**config.mk**
```make
export PLATFORM = sky130hd
export DESIGN_NAME = mpmc10_rd_resp_wb
export DESIGN_NICKNAME = d
export VERILOG_FILES = /design/src/rtl/mpmc10_rd_resp_wb.sv
export SDC_FILE = /design/constraint.sdc
export NUM_CORES = 1
export LEC_CHECK = 0
export BUFFER_PORTS_ARGS = -buffer_cell sky130_fd_sc_hd__buf_2
export CAP_MARGIN = 5
export CELL_PAD_IN_SITES_DETAIL_PLACEMENT = 1
export CELL_PAD_IN_SITES_GLOBAL_PLACEMENT = 1
export CORE_MARGIN = 1
export CORE_UTILIZATION = 39
export DETAILED_ROUTE_END_ITERATION = 10
export PLACE_DENSITY = 0.92
export SYNTH_ARGS = -nofsm -noshare
export SYNTH_HDL_FRONTEND = slang
export SYNTH_SLANG_ARGS = --single-unit
```
**constraint.sdc**
```tcl
create_clock -name clk -period 3.28 [get_ports clk]
set_clock_uncertainty 0.2 [all_clocks]
set_input_delay 0 -clock clk [delete_from_list [all_inputs] [get_ports clk]]
set_output_delay 0 -clock clk [all_outputs]
set_load 0.01 [all_outputs]
```
**src/rtl/mpmc10_rd_resp_wb.sv**
```systemverilog
// Wishbone read-response bridge: one outstanding read to the memory scheduler, byte-lane masked response, timeout to err_o.
// Latency: rd_valid_i to ack_o is one cycle; ack_o/err_o are held until stb_i is sampled low.
module mpmc10_rd_resp_wb #(
    parameter int WID = 16,
    parameter int TMO = 255
) (
    input  logic               clk,
    input  logic               rst_n,
    input  logic               cyc_i,
    input  logic               stb_i,
    input  logic               we_i,
    input  logic [WID-1:0]     sel_i,
    input  logic [31:0]        adr_i,
    output logic               rd_req_o,
    output logic [31:0]        rd_adr_o,
    input  logic               rd_gnt_i,
    input  logic               rd_valid_i,
    input  logic [WID*8-1:0]   rd_dat_i,
    output logic               ack_o,
    output logic               err_o,
    output logic [WID*8-1:0]   dat_o
);

    typedef enum logic [2:0] {
        S_IDLE,
        S_REQ,
        S_WAIT,
        S_ACK,
        S_ERR,
        S_DISCARD
    } state_t;

    localparam logic [31:0] ALIGN_MASK = ~(32'(WID) - 32'd1);
    localparam logic [7:0]  TMO_CNT    = 8'(TMO);

    state_t             state_q, state_d;
    logic [31:0]        rd_adr_q, rd_adr_d;
    logic [WID-1:0]     sel_q, sel_d;
    logic [7:0]         cnt_q, cnt_d;
    logic [WID*8-1:0]   dat_q, dat_d;
    logic               rd_req_q, rd_req_d;
    logic               ack_q, ack_d;
    logic               err_q, err_d;

    logic [WID-1:0]     sel_eff;
    logic [WID*8-1:0]   dat_masked;
    logic               tmo_hit;

    // An all-zero byte select means a full-width read.
    always_comb begin
        sel_eff = (sel_q == '0) ? '1 : sel_q;
        for (int b = 0; b < WID; b++) begin
            dat_masked[b*8 +: 8] = sel_eff[b] ? rd_dat_i[b*8 +: 8] : 8'h00;
        end
    end

    assign tmo_hit = (cnt_q == TMO_CNT);

    always_comb begin
        state_d  = state_q;
        rd_adr_d = rd_adr_q;
        sel_d    = sel_q;
        cnt_d    = cnt_q;
        dat_d    = dat_q;
        unique case (state_q)
            S_IDLE: begin
                if (cyc_i && stb_i && !we_i) begin
                    state_d  = S_REQ;
                    rd_adr_d = adr_i & ALIGN_MASK;
                    sel_d    = sel_i;
                end
            end
            S_REQ: begin
                // A grant coinciding with the master dropping cyc still owes us a beat.
                if (rd_gnt_i) begin
                    cnt_d   = 8'd0;
                    state_d = cyc_i ? S_WAIT : S_DISCARD;
                end else if (!cyc_i) begin
                    state_d = S_IDLE;
                end
            end
            S_WAIT: begin
                if (rd_valid_i) begin
                    if (cyc_i) begin
                        state_d = S_ACK;
                        dat_d   = dat_masked;
                    end else begin
                        state_d = S_IDLE;
                    end
                end else if (tmo_hit) begin
                    if (cyc_i) begin
                        state_d = S_ERR;
                        dat_d   = '0;
                    end else begin
                        state_d = S_IDLE;
                    end
                end else begin
                    cnt_d   = cnt_q + 8'd1;
                    state_d = cyc_i ? S_WAIT : S_DISCARD;
                end
            end
            S_DISCARD: begin
                if (rd_valid_i || tmo_hit) begin
                    state_d = S_IDLE;
                end else begin
                    cnt_d = cnt_q + 8'd1;
                end
            end
            S_ACK, S_ERR: begin
                if (!stb_i) begin
                    state_d = S_IDLE;
                end
            end
            default: state_d = S_IDLE;
        endcase
        rd_req_d = (state_d == S_REQ);
        ack_d    = (state_d == S_ACK);
        err_d    = (state_d == S_ERR);
    end

    always_ff @(posedge clk or negedge rst_n) begin
        if (!rst_n) begin
            state_q  <= S_IDLE;
            rd_adr_q <= '0;
            sel_q    <= '0;
            cnt_q    <= '0;
            dat_q    <= '0;
            rd_req_q <= 1'b0;
            ack_q    <= 1'b0;
            err_q    <= 1'b0;
        end else begin
            state_q  <= state_d;
            rd_adr_q <= rd_adr_d;
            sel_q    <= sel_d;
            cnt_q    <= cnt_d;
            dat_q    <= dat_d;
            rd_req_q <= rd_req_d;
            ack_q    <= ack_d;
            err_q    <= err_d;
        end
    end

    assign rd_req_o = rd_req_q;
    assign rd_adr_o = rd_adr_q;
    assign ack_o    = ack_q;
    assign err_o    = err_q;
    assign dat_o    = dat_q;

endmodule

```
Yosys cells after proc, flatten, opt, wreduce, memory -nomap -nowiden
Cells that the tools add are included.
- logic and storage cells: 73
- bits in registers: 186
- input port bits: 183
- add/sub/neg operators: 1
- equal/unequal tests: 15
- mux-type cells: 37
- reductions and logical operators: 12
- operators with widths (kind ; count):
    two-way mux 128 bit ; 4
    two-way mux 8 bit ; 20
    two-way mux 3 bit ; 9
    one-hot mux 8 bit (3 select lines) ; 1
    logical NOT 16 bit ; 1
    two-way mux 16 bit ; 1
    one-hot mux 3 bit (5 select lines) ; 1
    inequality test 2 bit, second input constant ; 6
    equality test 3 x 2 -> 1 bit, second input constant ; 3
    equality test 3 bit, second input constant ; 3
    adder 8 x 1 -> 8 bit, second input constant ; 1
    equality test 8 bit, second input constant ; 1
    equality test 3 x 1 -> 1 bit, second input constant ; 2
    AND reduction 5 bit ; 1
    AND reduction 4 bit ; 1
    logical NOT 3 bit ; 1
    nonzero test 3 bit ; 1
    logical AND 1 bit ; 2
    two-way mux 2 bit ; 1
    AND reduction 2 bit ; 1
    nonzero test 2 bit ; 1
    OR reduction 2 bit ; 1
    logical NOT 1 bit ; 1
    logical OR 1 bit ; 1

Depth between registers and ports, before layout
Gate-level depths: netlist of the first run.
- depth after elaboration: 5
- mapped depth: 8
- depth with buffers taken out: 8

Worst setup path after synthesis of the first run
OpenSTA, ideal clock, no wires.
- kind: register to register
- start point: register cnt_q[0]
- end point: register err_q (netlist: err_o)
- arrival time: 1.930 ns
- path buffers: 0
- cell stages (with the launch flop): 8
- path slack: 1.049 ns
- setup time: 0.101 ns
- required time: 2.979 ns
- path through: dfrtp_1 ha_1 and3_1 nand2_1 ha_1 or4b_1 a21o_1 nor4_1
- cells in the longest elaborated chain, start to end: 5
- ends and longest elaborated chain (what ; RTL line ; RTL):
    start: declaration ; 39 ; logic [7:0] cnt_q, cnt_d;
    start signal: assignment ; 135 ; cnt_q <= cnt_d;
    equality test 8 bit * ; 57 ; assign tmo_hit = (cnt_q == TMO_CNT);
    two-way mux 3 bit or logical OR 1 bit (tied branches) ; 90, 103 ;
    two-way mux 3 bit, on equally long branches ; 83, 103 ;
    one-hot mux 3 bit (5 select lines) * ; 65 ; unique case (state_q)
    equality test 3 bit * ; 118 ; err_d = (state_d == S_ERR);
    via err_d ; 43 ; logic err_q, err_d;
    end signal: assignment ; 139 ; err_q <= err_d;
    end: declaration ; 43 ;
Mark *: on every way through the listed nets, which the timed path passes. The rest lies on a longest branch.
A chain may end at the register's enable or synchronous reset.

Final worst setup path of the first run
Same ends and word-level chain as after synthesis.

==> results of run 1 <==
==> synthesized netlist by cell type (2+ instances only) <==
| library cell | count |
|---|---|
| and4_1 | 2 |
| nand3_1 | 5 |
| mux2_2 | 5 |
| o221ai_1 | 2 |
| buf_12 | 4 |
| a22o_1 | 128 |
| buf_2 | 15 |
| mux2i_1 | 9 |
| nor4_1 | 5 |
| dfrtp_1 | 186 |
| o21a_4 | 10 |
| mux2_4 | 39 |
| inv_1 | 4 |
| ha_1 | 3 |
| buf_6 | 3 |
| clkbuf_1 | 2 |
| and3_1 | 2 |
| nand2_1 | 11 |
| nand2b_1 | 9 |
| a21o_1 | 3 |
| nor3b_1 | 2 |
| a211oi_1 | 4 |
| o21a_1 | 7 |
| buf_4 | 6 |
| nand3b_1 | 4 |
==> sequential cells by signal, summed over array words and instances, names as in the netlist <==
signal    cells
ack_o         1
sel_q        16
dat_o       128
rd_adr_o     28
state_q       3
rd_req_o      1
err_o         1
cnt_q         8
==> layout by cell type (no fill, tap or decap), types with 7 or more instances in the layout <==
cell / n
o21a_1: 7
o21a_4: 10
dlygate4sd3_1: 178
diode_2: 8
buf_2: 336
mux2_4: 39
nand2_1: 11
clkbuf_16: 17
a22o_1: 128
dfrtp_1: 186
nand2b_1: 9
mux2i_1: 9
==> layer usage <==
metal  vias up  GRT usage  share of wire
li1       2892          -              -
met1      3381      0.334           0.37
met2       333      0.546           0.54
met3        60     0.0626          0.057
met4         0      0.146          0.034
met5         -          0              0
==> how the worst max path moves through the flow <==
stage	startpoint	to	slack, ns
5_1_grt	cnt_q[0]	err_o	0.03
3_5_place_dp	cnt_q[0]	rd_req_o	0.82
4_1_cts	cnt_q[0]	err_o	0.28
3_3_place_gp	cnt_q[0]	err_o	0.88
6_report	cnt_q[0]	err_o	0.27
2_1_floorplan	cnt_q[0]	err_o	1.05
==> cells by family after synthesis <==
family,after synthesis,synth area share
other,1,0.000502
AOI/OAI and AO/OA,162,0.196
DFF,186,0.623
buffers and inverters,35,0.0350
muxes,53,0.0980
and+or+nand+nor,51,0.0422
adders and majority gates,3,0.00503
==> area by class of cell <==
type,instances,area [sq um]
fillers,1905,7110
flip-flops and latches,186,4650
repair buffers,521,3530
multi-input cells,273,2580
clock buffers,19,443
well taps,234,293
clock inverters,13,125
diodes,8,20.0
inverters,4,15.0
==> worst reg2reg max path: stages (launching register included) <==
cell and delay (ns):
dfrtp_1 0.37, ha_1 0.22, and3_1 0.25, nand2_1 0.11, ha_1 0.29, or4b_1 0.48, a21o_1 0.22, nor4_1 0.25
dlygate4sd3_1 0.57
==> power by group through the flow <==
| stage | combinational, uW | clock [uW] | sequential (uW) |
|---|---|---|---|
| finish | 2770 | 2030 | 3690 |
| global route | 2950 | 2150 | 3760 |
| CTS | 2670 | 2060 | 3600 |
| detailed placement | 2480 | 0 | 3620 |
| global placement | 2380 | 0 | 3570 |
| floorplan | 1140 | 0 | 3840 |
==> through the flow <==
stage	total power, uW	cell area (sq um)
after floorplan	4980	7480
final	8500	11700
after detailed placement	6100	9290
after global routing	8860	11700
after global placement	5950	9290
after CTS	8320	11600
==> flow_metrics.env, run 1 <==
export IMPL_die_h_um=140
export IMPL_p_sw_frac=0.343
export IMPL_max_slew_margin=0.405
export IMPL_max_stage_delay_ns=0.57
export IMPL_nets=1189
export IMPL_clockBufferDepth=2
export IMPL_drt_first_pass_iters=4
export IMPL_min_period_ns=3.01
export IMPL_synth_yosys_warnings=0
export IMPL_finalHoldViolCount=16
export IMPL_clockPowerShare=0.239
export IMPL_dp_hpwl_um=15700
export IMPL_avgSynthCellArea_sq_um=15.2
export IMPL_start_util=0.398
export IMPL_p_per_area_nw_per_um2=729
export IMPL_grt_max_degree=83
export IMPL_cp_buffers_inverters=1
export IMPL_synth_top_area_cell="dfrtp_1"
export IMPL_yosys_top_cells_area="dfrtp_1 62%, a22o_1 15%, mux2_4 7.8%"
export IMPL_rsz0062_at_grt="no"
export IMPL_gp_congestion=0.751
export IMPL_layout_setup_ws_ns=0.271
export IMPL_worst_pin_slew_ns=0.892
export IMPL_end_kind="register"
export IMPL_cts_tree="done"
export IMPL_crit_chain="ha_1, and3_1, nand2_1, ha_1, or4b_1, a21o_1, nor4_1, dlygate4sd3_1"
export IMPL_critical_path_depth=8
export IMPL_num_vias=6666
export IMPL_portBuffers=337
export IMPL_start_kind="register"
export IMPL_synth_cell_types=46
export IMPL_cpMaxStageDelayCell="dlygate4sd3_1"
export IMPL_cp_required_ns=3.45
export IMPL_avgViaCountPerCell=5.30
export IMPL_grt_overflow=0
export IMPL_switchingPower_uw=2910
export IMPL_seqPwrFrac=0.434
export IMPL_ys_ff_latch=186
export IMPL_finalNonFillerCells=1258
export IMPL_synth_async_sr_flop_share=1.00
export IMPL_max_freq_ghz=0.332
export IMPL_cts_resized=0
export IMPL_setup_tns_ns=0
export IMPL_clk_pin_slew_ns=0.08
export IMPL_cp_common_cell="ha_1"
export IMPL_drive_gt1_frac=0.430
export IMPL_grt_usage=0.300
export IMPL_comb_power_share=0.326
export IMPL_r2r_end="err_o"
export IMPL_violations="hold timing"
export IMPL_cp_max_fo=4
export IMPL_grt_pass1_wl_um=44400
export IMPL_antenna_found_initial=8
export IMPL_finalCritPeriodShare=0.917
export IMPL_drv_cap=0
export IMPL_numCtsBuffers=17
export IMPL_syn_instance_count=491
export IMPL_h_tree_depth=4
export IMPL_ctsHoldBuffers=178
export IMPL_grt_pass1_vias=7594
export IMPL_placed_cells=1040
export IMPL_utilization=0.621
export IMPL_reg2reg_depth=8
export IMPL_wire_per_inst_um=23.3
export IMPL_drtIter0Drc=239
export IMPL_timing_hold_ws_ns=-0.0348
export IMPL_drv_slew=0
export IMPL_p_leak_uw=0.00612
export IMPL_area_growth_pct=56.1
export IMPL_hold_class="in2async"
export IMPL_status="finished with violations"
export IMPL_r2r_start="cnt_q[0]"
export IMPL_vdd_drop_max_mv=0.363
export IMPL_crit_type="reg2reg"
export IMPL_synth_top_area_share=0.623
export IMPL_dieWidth_um=140
export IMPL_worstPathArrival_ns=3.18
export IMPL_die_area_sq_um=19700
export IMPL_row_count=50
export IMPL_design_core_area_sq_um=18800
export IMPL_clkLatencyLatePin_ns=0.43
export IMPL_cts_root_buf="clkbuf_16"
export IMPL_cts_sinks=186
export IMPL_p_int_uw=5580
export IMPL_post_synth_instance_area_sq_um=7470
export IMPL_cts_setup_buffers=0
export IMPL_wl_um=29300
export IMPL_synth_edf_count=0
export IMPL_reg2reg_slack_ns=0.27
export IMPL_preCtsSetupSlack_ns=0.819
export IMPL_io_pins=346
export IMPL_finalSetupViolCount=0
export IMPL_seq_area_frac_synth=0.623
export IMPL_crit_family="simple AND/OR/NAND/NOR gates"
export IMPL_drc_errors=0
export IMPL_synth_flop_cell="dfrtp_1"
export IMPL_ant_nets=0
No activity file was read; power rests on OpenSTA's default activity.
==> inputs of run 2 (changes only) <==
--- a/config.mk
+++ b/config.mk
@@ -12,6 +12,7 @@
 export CORE_MARGIN = 1
 export CORE_UTILIZATION = 39
 export DETAILED_ROUTE_END_ITERATION = 10
+export MAX_ROUTING_LAYER = met4
 export PLACE_DENSITY = 0.92
 export SYNTH_ARGS = -nofsm -noshare
 export SYNTH_HDL_FRONTEND = slang
==> flow_metrics.env, run 2 (synthesis gave the netlist of run 1 again) <==
export IMPL_top_usage_layer="met2"
export IMPL_cp_max_fo=4
export IMPL_start_util=0.398
export IMPL_final_common_cell="buf_2"
export IMPL_cts_root_buf="clkbuf_16"
export IMPL_finalCritPeriodShare=0.918
export IMPL_end_kind="register"
export IMPL_drv_cap=0
export IMPL_grt_max_degree=83
export IMPL_numCtsBuffers=17
export IMPL_portBuffers=337
export IMPL_use_met3=0.0626
export IMPL_rsz0062_at_grt="no"
export IMPL_io_pins=346
export IMPL_grt_pass1_wl_um=44400
export IMPL_worst_pin_slew_ns=0.900
export IMPL_final_area_sq_um=11700
export IMPL_cts_tree="done"
export IMPL_drv_slew=0
export IMPL_design_core_area_sq_um=18800
export IMPL_grt_usage=0.310
export IMPL_gp_congestion=0.761
export IMPL_violations="hold timing"
export IMPL_drc_errors=0
export IMPL_status="finished with violations"
export IMPL_hold_class="in2async"
export IMPL_avgViaCountPerCell=5.33
export IMPL_setup_tns_ns=0
export IMPL_num_vias=6716
export IMPL_power_uw=8500
export IMPL_dp_hpwl_um=15700
export IMPL_multiInputGateArea_sq_um=2580
export IMPL_dieWidth_um=140
export IMPL_vdd_drop_max_mv=0.366
export IMPL_drt_first_pass_iters=4
export IMPL_row_count=50
export IMPL_p_leak_uw=0.00612
export IMPL_grt_pass1_vias=7615
export IMPL_timing_hold_ws_ns=-0.0393
export IMPL_max_freq_ghz=0.332
export IMPL_clkLatencyLatePin_ns=0.43
export IMPL_crit_type="reg2reg"
export IMPL_use_met2=0.552
export IMPL_antenna_found_initial=8
export IMPL_ant_nets=0
export IMPL_grt_overflow=0
export IMPL_wire_per_inst_um=23.3
export IMPL_clk_pin_slew_ns=0.08
export IMPL_worstPathArrival_ns=3.18
export IMPL_wl_um=29300
export IMPL_fillers=1904
export IMPL_nets=1189
export IMPL_p_per_area_nw_per_um2=729
export IMPL_regArea_sq_um=4650
export IMPL_finalSetupViolCount=0
export IMPL_start_kind="register"
export IMPL_finalNonFillerCells=1259
export IMPL_die_h_um=140
export IMPL_finalHoldViolCount=23
export IMPL_area_growth_pct=56.2
export IMPL_cts_sinks=186
export IMPL_layout_common_cells="336 x buf_2, 186 x dfrtp_1, 178 x dlygate4sd3_1"
export IMPL_grt_use_met1=0.334
export IMPL_clockBufferDepth=2
export IMPL_drtIter0Drc=263
export IMPL_cp_required_ns=3.45
export IMPL_h_tree_depth=4
export IMPL_max_slew_margin=0.400
export IMPL_min_period_ns=3.01
export IMPL_place_area_sq_um=9290
export IMPL_largest_reg_flops=128
export IMPL_drive_gt1_frac=0.430
export IMPL_die_area_sq_um=19700
export IMPL_placed_cells=1040
run 2: changes by cell type in the layout (fill, tap and decap cells not counted), sizes merged:
| cell | before | now |
|---|---|---|
| diode | 8 | 9 |
run 2: final timing paths:
path | start | to | slack, ns | cells past startpoint
worst min-delay path | rst_n | rd_adr_o[18] | -0.04 | 2
worst min register to register | dat_o[25] | dat_o[25] | 0.31 | 1
worst max-delay path | cnt_q[0] | err_o | 0.27 | 8
min in group clk | rd_valid_i | state_q[0] | 0.07 | 4
max in group asynchronous | rst_n | dat_o[70] | 2.00 | 3
worst max register to register | cnt_q[0] | err_o | 0.27 | 8
run 2: cell type report:
class	count	share of cell area
clock inverter	13	0.0107
timing repair buffer	521	0.303
multi-input combinational	273	0.221
tap	234	0.0251
sequential	186	0.399
antenna	9	0.00193
clock buffer	19	0.0380
inverter	4	0.00129
run 2: report_power, final:
| part | switching (uW) | total, uW | internal, uW |
|---|---|---|---|
| logic | 1290 | 2780 | 1480 |
| registers | 621 | 3690 | 3070 |
| clock network | 1010 | 2040 | 1030 |
| total | 2920 | 8500 | 5580 |
run 2: routing by layer:
layer	up-vias	part of all wire
li1	2902	-
met1	3419	0.38
met2	332	0.54
met3	63	0.052
met4	0	0.033
met5	-	0
run 2: timing repair:
item,4_1_cts,5_1_grt
hold endpoints to repair,267,0
gates resized for setup,0,0
hold buffers,178,0
endpoints found under the setup margin,0,0
setup buffers,0,0
run 2: critical path, cell delays in order, from the launching register on:
cell and delay, ns:
dfrtp_1 0.37, ha_1 0.22, and3_1 0.25, nand2_1 0.11
ha_1 0.29, or4b_1 0.48, a21o_1 0.22, nor4_1 0.25
dlygate4sd3_1 0.57
run 2: through the flow:
stage | util | hold WS, ns | setup slack, ns
after CTS | 0.620 | 0.00823 | 0.278
after detailed placement | 0.495 | -0.108 | 0.819
after floorplan | - | -0.496 | 1.05
after global routing | 0.621 | 0.0111 | 0.0311
final | 0.621 | -0.0393 | 0.270
after global placement | 0.495 | -0.108 | 0.885
